==> src/rtl/binary_to_bcd_iter_pkg.sv <==
// bcd_pkg: shared FSM states, BCD constants and digit-count helper for binary_to_bcd_iter
package bcd_pkg;
  typedef enum logic {IDLE, SHIFT} state_t;
  localparam logic [3:0] BCD_NINE = 4'd9;
  function automatic int bcd_digits_needed(input int width);
    longint unsigned v;
    int d;
    v = 1;
    d = 0;
    for (int i = 0; i < width && i < 63; i++) v = v << 1;
    while (v != 0) begin
      v = v / 10;
      d++;
    end
    return d;
  endfunction
endpackage

==> src/rtl/binary_to_bcd_iter_if.sv <==
// binary_to_bcd_iter_if: start/bitcode request in, busy/done/bcdcode/overflow/blank result out
interface binary_to_bcd_iter_if #(parameter int BIN_W = 10, parameter int DIGITS = 4);
  logic start;
  logic [BIN_W-1:0] bitcode;
  logic busy;
  logic done;
  logic [4*DIGITS-1:0] bcdcode;
  logic overflow;
  logic [DIGITS-1:0] blank;
  modport master(output start, bitcode, input busy, done, bcdcode, overflow, blank);
  modport slave(input start, bitcode, output busy, done, bcdcode, overflow, blank);
endinterface

==> src/rtl/binary_to_bcd_iter_add3.sv <==
// bcd_add3: double-dabble digit adjust, d in, q = d+3 when d>=5 else d
module bcd_add3 (
  input  logic [3:0] d,
  output logic [3:0] q
);
  always_comb q = (d >= 4'd5) ? d + 4'd3 : d;
endmodule

==> src/rtl/binary_to_bcd_iter.sv <==
// binary_to_bcd_iter: one-bit-per-clock double-dabble converter, clk/rst plus bus (start,bitcode -> busy,done,bcdcode,overflow,blank)
module binary_to_bcd_iter
  import bcd_pkg::*;
#(
  parameter int BIN_W  = 10,
  parameter int DIGITS = 4
) (
  input logic clk,
  input logic rst,
  binary_to_bcd_iter_if.slave bus
);
  localparam int CW = $clog2(BIN_W + 1);
  localparam int SW = 4 * DIGITS;
  state_t state;
  logic [BIN_W-1:0] bin;
  logic [SW-1:0] scr, adj, scr_n, res;
  logic [CW-1:0] cnt;
  logic ovf, ovf_n, last, z;
  logic [DIGITS-1:0] blank_n;
  for (genvar i = 0; i < DIGITS; i++) begin : g_adj
    bcd_add3 u_add3 (.d(scr[4*i+:4]), .q(adj[4*i+:4]));
  end
  always_comb begin
    scr_n = {adj[SW-2:0], bin[BIN_W-1]};
    ovf_n = ovf | adj[SW-1];
    last  = cnt == CW'(BIN_W - 1);
    res   = ovf_n ? {DIGITS{BCD_NINE}} : scr_n;
    z     = 1'b1;
    blank_n = '0;
    for (int i = DIGITS - 1; i >= 0; i--) begin
      z = z & (res[4*i+:4] == 4'd0);
      blank_n[i] = z;
    end
    blank_n[0] = 1'b0;
  end
  always_ff @(posedge clk or posedge rst) begin
    if (rst) begin
      state        <= IDLE;
      bin          <= '0;
      scr          <= '0;
      ovf          <= 1'b0;
      cnt          <= '0;
      bus.busy     <= 1'b0;
      bus.done     <= 1'b0;
      bus.overflow <= 1'b0;
      bus.bcdcode  <= '0;
      bus.blank    <= ~DIGITS'(1);
    end else begin
      bus.done <= 1'b0;
      if (state == IDLE) begin
        if (bus.start) begin
          bin      <= bus.bitcode;
          scr      <= '0;
          ovf      <= 1'b0;
          cnt      <= '0;
          state    <= SHIFT;
          bus.busy <= 1'b1;
        end
      end else begin
        bin <= bin << 1;
        scr <= scr_n;
        ovf <= ovf_n;
        cnt <= cnt + CW'(1);
        if (last) begin
          state        <= IDLE;
          bus.busy     <= 1'b0;
          bus.done     <= 1'b1;
          bus.bcdcode  <= res;
          bus.overflow <= ovf_n;
          bus.blank    <= blank_n;
        end
      end
    end
  end
endmodule
==> src/flat_wrapper.sv <==
// flat-port wrapper written by rule: the top's interface ports become plain ports
module binary_to_bcd_iter_flat import bcd_pkg::*;
#(
  parameter int BIN_W  = 10,
  parameter int DIGITS = 4
)
  (clk, rst, bus_start, bus_bitcode, bus_busy, bus_done, bus_bcdcode, bus_overflow, bus_blank);
  binary_to_bcd_iter_if #(.BIN_W(BIN_W), .DIGITS(DIGITS)) bus_i ();
  input logic clk;
  input logic rst;
  input wire logic [$bits(bus_i.start)-1:0] bus_start;
  input wire logic [$bits(bus_i.bitcode)-1:0] bus_bitcode;
  output wire logic [$bits(bus_i.busy)-1:0] bus_busy;
  output wire logic [$bits(bus_i.done)-1:0] bus_done;
  output wire logic [$bits(bus_i.bcdcode)-1:0] bus_bcdcode;
  output wire logic [$bits(bus_i.overflow)-1:0] bus_overflow;
  output wire logic [$bits(bus_i.blank)-1:0] bus_blank;
  assign bus_i.start = bus_start;
  assign bus_i.bitcode = bus_bitcode;
  assign bus_busy = bus_i.busy;
  assign bus_done = bus_i.done;
  assign bus_bcdcode = bus_i.bcdcode;
  assign bus_overflow = bus_i.overflow;
  assign bus_blank = bus_i.blank;
  binary_to_bcd_iter #(.BIN_W(BIN_W), .DIGITS(DIGITS)) u_core (.clk(clk), .rst(rst), .bus(bus_i));
endmodule
==> config.mk <==
export PLATFORM = sky130hd
export DESIGN_NAME = binary_to_bcd_iter_flat
export DESIGN_NICKNAME = d
export VERILOG_FILES = /design/src/rtl/binary_to_bcd_iter_pkg.sv /design/src/rtl/binary_to_bcd_iter_if.sv /design/src/rtl/binary_to_bcd_iter_add3.sv /design/src/rtl/binary_to_bcd_iter.sv /design/src/flat_wrapper.sv
export SDC_FILE = /design/constraint.sdc
export NUM_CORES = 1
export LEC_CHECK = 0
export ABC_AREA = 1
export BUFFER_PORTS_ARGS = -buffer_cell sky130_fd_sc_hd__buf_2
export CORE_MARGIN = 3
export CORE_UTILIZATION = 57
export DETAILED_ROUTE_END_ITERATION = 8
export PLACE_DENSITY = 0.78
export REMOVE_ABC_BUFFERS = 1
export SYNTH_ARGS = -nofsm -noshare
export SYNTH_HDL_FRONTEND = slang
export SYNTH_SLANG_ARGS = --single-unit
export TNS_END_PERCENT = 10
==> constraint.sdc <==
create_clock -name clk -period 1.88 [get_ports clk]
set_input_delay 0.188 -clock clk [delete_from_list [all_inputs] [get_ports clk]]
set_output_delay 0.188 -clock clk [all_outputs]
set_load 0.02 [all_outputs]
* Word level (Yosys, flattened, before mapping)
Cells that the tools add are included.
** Word-level totals
- Flip-flop bits (word level) :: 54
- Bits of input ports :: 13
- Output and inout port bits :: 23
- Word-level logic and storage cells :: 51
** Operators by class
- Add/subtract/negate cells :: 5
- $lt $le $gt $ge :: 4
- Equal/unequal tests :: 2
- Mux-type cells :: 21
- Bitwise gates (word level) :: 3
- Reduce and logical (&&, ||, !) cells :: 6
** Operators by type and width (number)
- $mux 16 :: 3
- $mux 4 :: 6
- $mux 10 :: 2
- $add 4x2->4 const B :: 4
- $ge 4x3->1 const B :: 4
- $logic_not 4->1 :: 3
- $mux 1 :: 10
- $add 4x1->4 const B :: 1
- $eq 4x4->1 const B :: 1
- $reduce_and 2->1 :: 2
- $and 1x1->1 :: 2
- $ne 2x2->1 const B :: 1
- $reduce_bool 2->1 :: 1
- $or 1x1->1 :: 1

* Logic depth before layout (Yosys ltp)
- Word-level depth :: 7
- Mapped depth :: 13
- Gate-level depth less buffers :: 12

* Modules after synthesis
From an unflattened synthesis, not the netlist that was laid out.
** Second synthesis, totals
- Cells, all modules :: 323
- Area, all modules :: 2743.9 µm²
** By module, submodules not included
- binary_to_bcd_iter :: times used 1, cells an instance 231, area each 2203.4 µm², sequential area each 1355.0 µm²
- bcd_add3 :: times used 4, cells an instance 23, area each 135.1 µm², sequential area each 0.0 µm²

* Least setup slack after synthesis
No wires, ideal clock.
- Path kind :: reg-to-reg
- Start :: register u_core.scr[8]
- End :: register u_core.bus.blank[1]
- Library setup time :: 60 ps
- Data arrival time :: 1483 ps
- Data required time :: 1820 ps
- Path slack :: 336 ps
- Cell stages (with the launch flop) :: 11
- Path buffers :: 0
- Clock period less this slack :: 1544 ps
- Cell sequence :: dfrtp_1 > inv_1 > ha_1 > inv_1 > o21ai_0 > nand3_1 > nand2_1 > nand3_1 > nor2_1 > nand3_1 > nand2_1
** Between the ends
- Word-level cells in the longest chain between the ends :: 6
- Elaborated cells on any way between the ends :: 8
- Those cells by class :: add/sub (1); order compare (1); mux (2); bitwise (2); reduce/logical (2)
** Ends and longest elaborated chain
- from (decl) :: RTL line binary_to_bcd_iter.sv:16 : logic [SW-1:0] scr, adj, scr_n, res;
- from (signal assigned) :: RTL line binary_to_bcd_iter.sv:61 : scr <= scr_n;
- $add 4x2->4 / $ge 4x3->1 (equally long branches) :: RTL line binary_to_bcd_iter_add3.sv:6 : always_comb q = (d >= 4'd5) ? d + 4'd3 : d;
- $mux 4 * :: RTL line binary_to_bcd_iter_add3.sv:6
- $mux 16 * :: RTL line binary_to_bcd_iter.sv:27 : res = ovf_n ? {DIGITS{BCD_NINE}} : scr_n;
- $logic_not 4->1 :: RTL line binary_to_bcd_iter.sv:31 : z = z & (res[4*i+:4] == 4'd0);
- $and 1x1->1 * (2 in a row) :: RTL line binary_to_bcd_iter.sv:31
- to (signal assigned) :: RTL line binary_to_bcd_iter.sv:47 : bus.blank <= ~DIGITS'(1);
- to (signal assigned) :: RTL line binary_to_bcd_iter.sv:70 : bus.blank <= blank_n;
- to (decl) :: RTL line binary_to_bcd_iter_if.sv:11 : modport slave(input start, bitcode, output busy, done, bcdcode, overflow, blank);
Mark *: on every way between the ends. The rest lies on a longest branch, timed or not.
A chain may end at the register's enable or synchronous reset.

* Worst setup path in the final report
- Start :: register u_core.scr[12]
- End :: register u_core.ovf
** Between the ends
- Word-level cells in the longest chain between the ends :: 4
- Elaborated cells on any way between the ends :: 5
- Those cells by class :: add/sub (1); order compare (1); mux (2); bitwise (1)
** Ends and longest elaborated chain
- $add 4x2->4 / $ge 4x3->1 (equally long branches) :: RTL line binary_to_bcd_iter_add3.sv:6
- $mux 4 * :: RTL line binary_to_bcd_iter_add3.sv:6
- $or 1x1->1 * :: RTL line binary_to_bcd_iter.sv:25 : ovf_n = ovf | adj[SW-1];
- $mux 1 * :: RTL line binary_to_bcd_iter.sv:50 : if (state == IDLE) begin
- to (signal assigned) :: RTL line binary_to_bcd_iter.sv:62 : ovf <= ovf_n;
- to (decl) :: RTL line binary_to_bcd_iter.sv:18 : logic ovf, ovf_n, last, z;
Marks and branches as above.

==> metrics.yaml <==
outcome: "completed"
power_mw: 5.09
yosys.area.top_type: "dfrtp_1"
crit_path_max_fanout: 5
setup_viol: 0
ys_seq_area_share_pct: 52.2
ys_warn_count: 0
synth_area_sq_um: 2590
areaGrowthSynthToFinish_pct: 14.3
hold_ws_ns: 0.0822
path_clk_slew_ns: 0.09
clock_skew_ns: 0.00868
drive_gt1_share_pct: 19.5
coreArea_sq_um: 4200
num_rows: 23
min_path_type: "input pin to flop"
overflow: 0
period_share_pct: 94.9
slew_viol_final: 0
drt_pass1_iterations: 5
synthFlopType: "dfrtp_1"
grt_pass1_wl_um: 8900
drtIter0Drc: 136
antenna_found_initial: 0
avgViaCountPerCell: 5.51
synthTopCellsByArea: "dfrtp_1 (49%), nand2_1 (11%), ha_1 (4.8%), inv_1 (4.6%), nand3_1 (4.2%)"
antenna_cells: 0
synthDistinctLibCells: 35
fin_cells: 394
die_w_um: 73.5
grt_max_degree: 35
drt_wl_total_um: 5430
clock.fmax_ghz: 0.561
p_leak_nw: 1.50
worstPathArrival_ns: 2.00
hold_viol_final: 0
vias: 2171
clockBufferDepth: 2
nets: 367
boundaryPins: 36
crit_type: "flop to flop"
cap_violations: 0
worstSetupStartpointType: "flop"
rsz0062_at_grt: "yes"
die_area_sq_um: 5400
htreeDepth: 2
required_ns: 2.10
netlist_instances: 300
synth_common_cells: "nand2_1 (77), dfrtp_1 (51), inv_1 (32)"
synth_edf_count: 0
fp.dieH_um: 73.5
drcViolationCount: 0
finalWeightedCongestion: 0.846
power_density_nw_per_um2: 1720
ant_nets: 0
grt_usage_pct: 21.3
end_kind: "flop"
dpl.hpwl_um: 3920
wl_per_cell_um: 13.8
numCtsBuffers: 5
fin_crit_ns: 1.78
fin_tns_setup_ns: 0
synth.avg_cell_area_sq_um: 8.65
synth_top_area_share_pct: 49.2
placed_cells: 382
worst_skew_pair.late_latency_ns: 0.30
ir_worst_vdd_v: 0.000991
start_util_pct: 61.8
yosysMostFrequentCell: "nand2_1"
ys_ff_latch: 54
async_flop_share_pct: 100
port_buffers: 34
cts_num_sinks: 54
tritoncts: "yes"
root_buffer: "clkbuf_8"
grt_pass1_vias: 1952
-- registers in the layout (all words and copies together) (netlist names) --
signal / flops
u_core.bus.done: 1
u_core.scr: 16
u_core.bus.busy: 1
u_core.cnt: 4
u_core.ovf: 1
u_core.bus.overflow: 1
u_core.bus.blank: 3
u_core.state: 1
u_core.bin: 10
u_core.bus.bcdcode: 16
-- metrics by stage --
stage	util [%]	worst slack, ns	cell area, sq um
after floorplan	-	0.0939	2530
after global placement	67.6	0.0713	2840
after detailed placement	67.6	0.0322	2840
after CTS	69.6	0.0271	2930
after global routing	70.6	-0.0395	2970
final	70.6	0.0960	2970
-- worst max-delay path, cell delays in order, from the launching register on --
cell and delay [ns]:
dfrtp_1 0.40, inv_1 0.09, ha_1 0.19, inv_1 0.07
nand2_2 0.08, nand2_1 0.09, nand2_1 0.07, nor2_2 0.18
nor2_4 0.09, buf_4 0.14, buf_4 0.14, a211oi_1 0.15
-- power breakdown --
group / switching [mW] / internal (mW)
clock network: 0.342 / 0.257
logic: 1.64 / 0.891
registers: 0.325 / 1.64
-- layout make-up --
| class | instances | area (sq um) |
|---|---|---|
| flip-flops and latches | 54 | 1360 |
| well taps | 50 | 62.6 |
| fillers | 331 | 1230 |
| repair buffers | 47 | 283 |
| clock buffers | 7 | 76.3 |
| inverters | 36 | 135 |
| multi-input cells | 200 | 1050 |
-- path summary, 6_finish.rpt --
path / depth (start not counted) / from / end / slack [ns]
worst max-delay path: 11 / u_core.scr[12] / u_core.ovf / 0.1
worst min-delay path: 3 / bus_bitcode[1] / u_core.bin[1] / 0.08
worst max register to register: 11 / u_core.scr[12] / u_core.ovf / 0.1
worst min register to register: 2 / u_core.bus.blank[2] / u_core.bus.blank[2] / 0.47
max in group asynchronous: 4 / rst / u_core.scr[9] / 0.91
min in group asynchronous: 3 / rst / u_core.scr[12] / 0.43
-- metal layers --
layer / GRT usage, % / vias to the layer above / wire length (um)
met5: 0 / - / 0
met4: 5.84 / 0 / 42
met3: 5.75 / 7 / 331
met2: 33.8 / 71 / 2540
met1: 28.9 / 1019 / 2520
li1: - / 1074 / -
-- layout by cell type, fill, tap and decap left out, drive strengths merged, types with 7 or more instances in the layout --
master	synthesis	routed
nand2	78	78
dfrtp	51	51
buf	10	46
inv	34	34
nand3	22	22
nor2	20	21
o21ai	21	21
o22ai	14	14
ha	10	10
a31oi	8	8
a21oi	7	7
clkbuf	1	7
-- kinds of logic (layout without fill, tap and decap cells) --
kind of cell / count (synthesis) / count (layout) / share of synthesized area (%)
AO/OA/AOI/OAI: 59 / 59 / 13.6
buffers and inverters: 47 / 90 / 7.86
other: 1 / 1 / 0.145
adder cells (fa/ha/maj): 10 / 10 / 4.82
AND/OR/NAND/NOR: 128 / 129 / 21.0
XOR/XNOR: 1 / 1 / 0.338
flip-flops: 54 / 54 / 52.2
-- what timing repair did --
action | CTS | global route
endpoints found under the setup margin | 0 | 12
hold buffers | 1 | 0
resized for setup | 0 | 6
buffers inserted | 0 | 3
endpoints found under the hold margin | 17 | 0
Power figures use the tool's default switching activity.
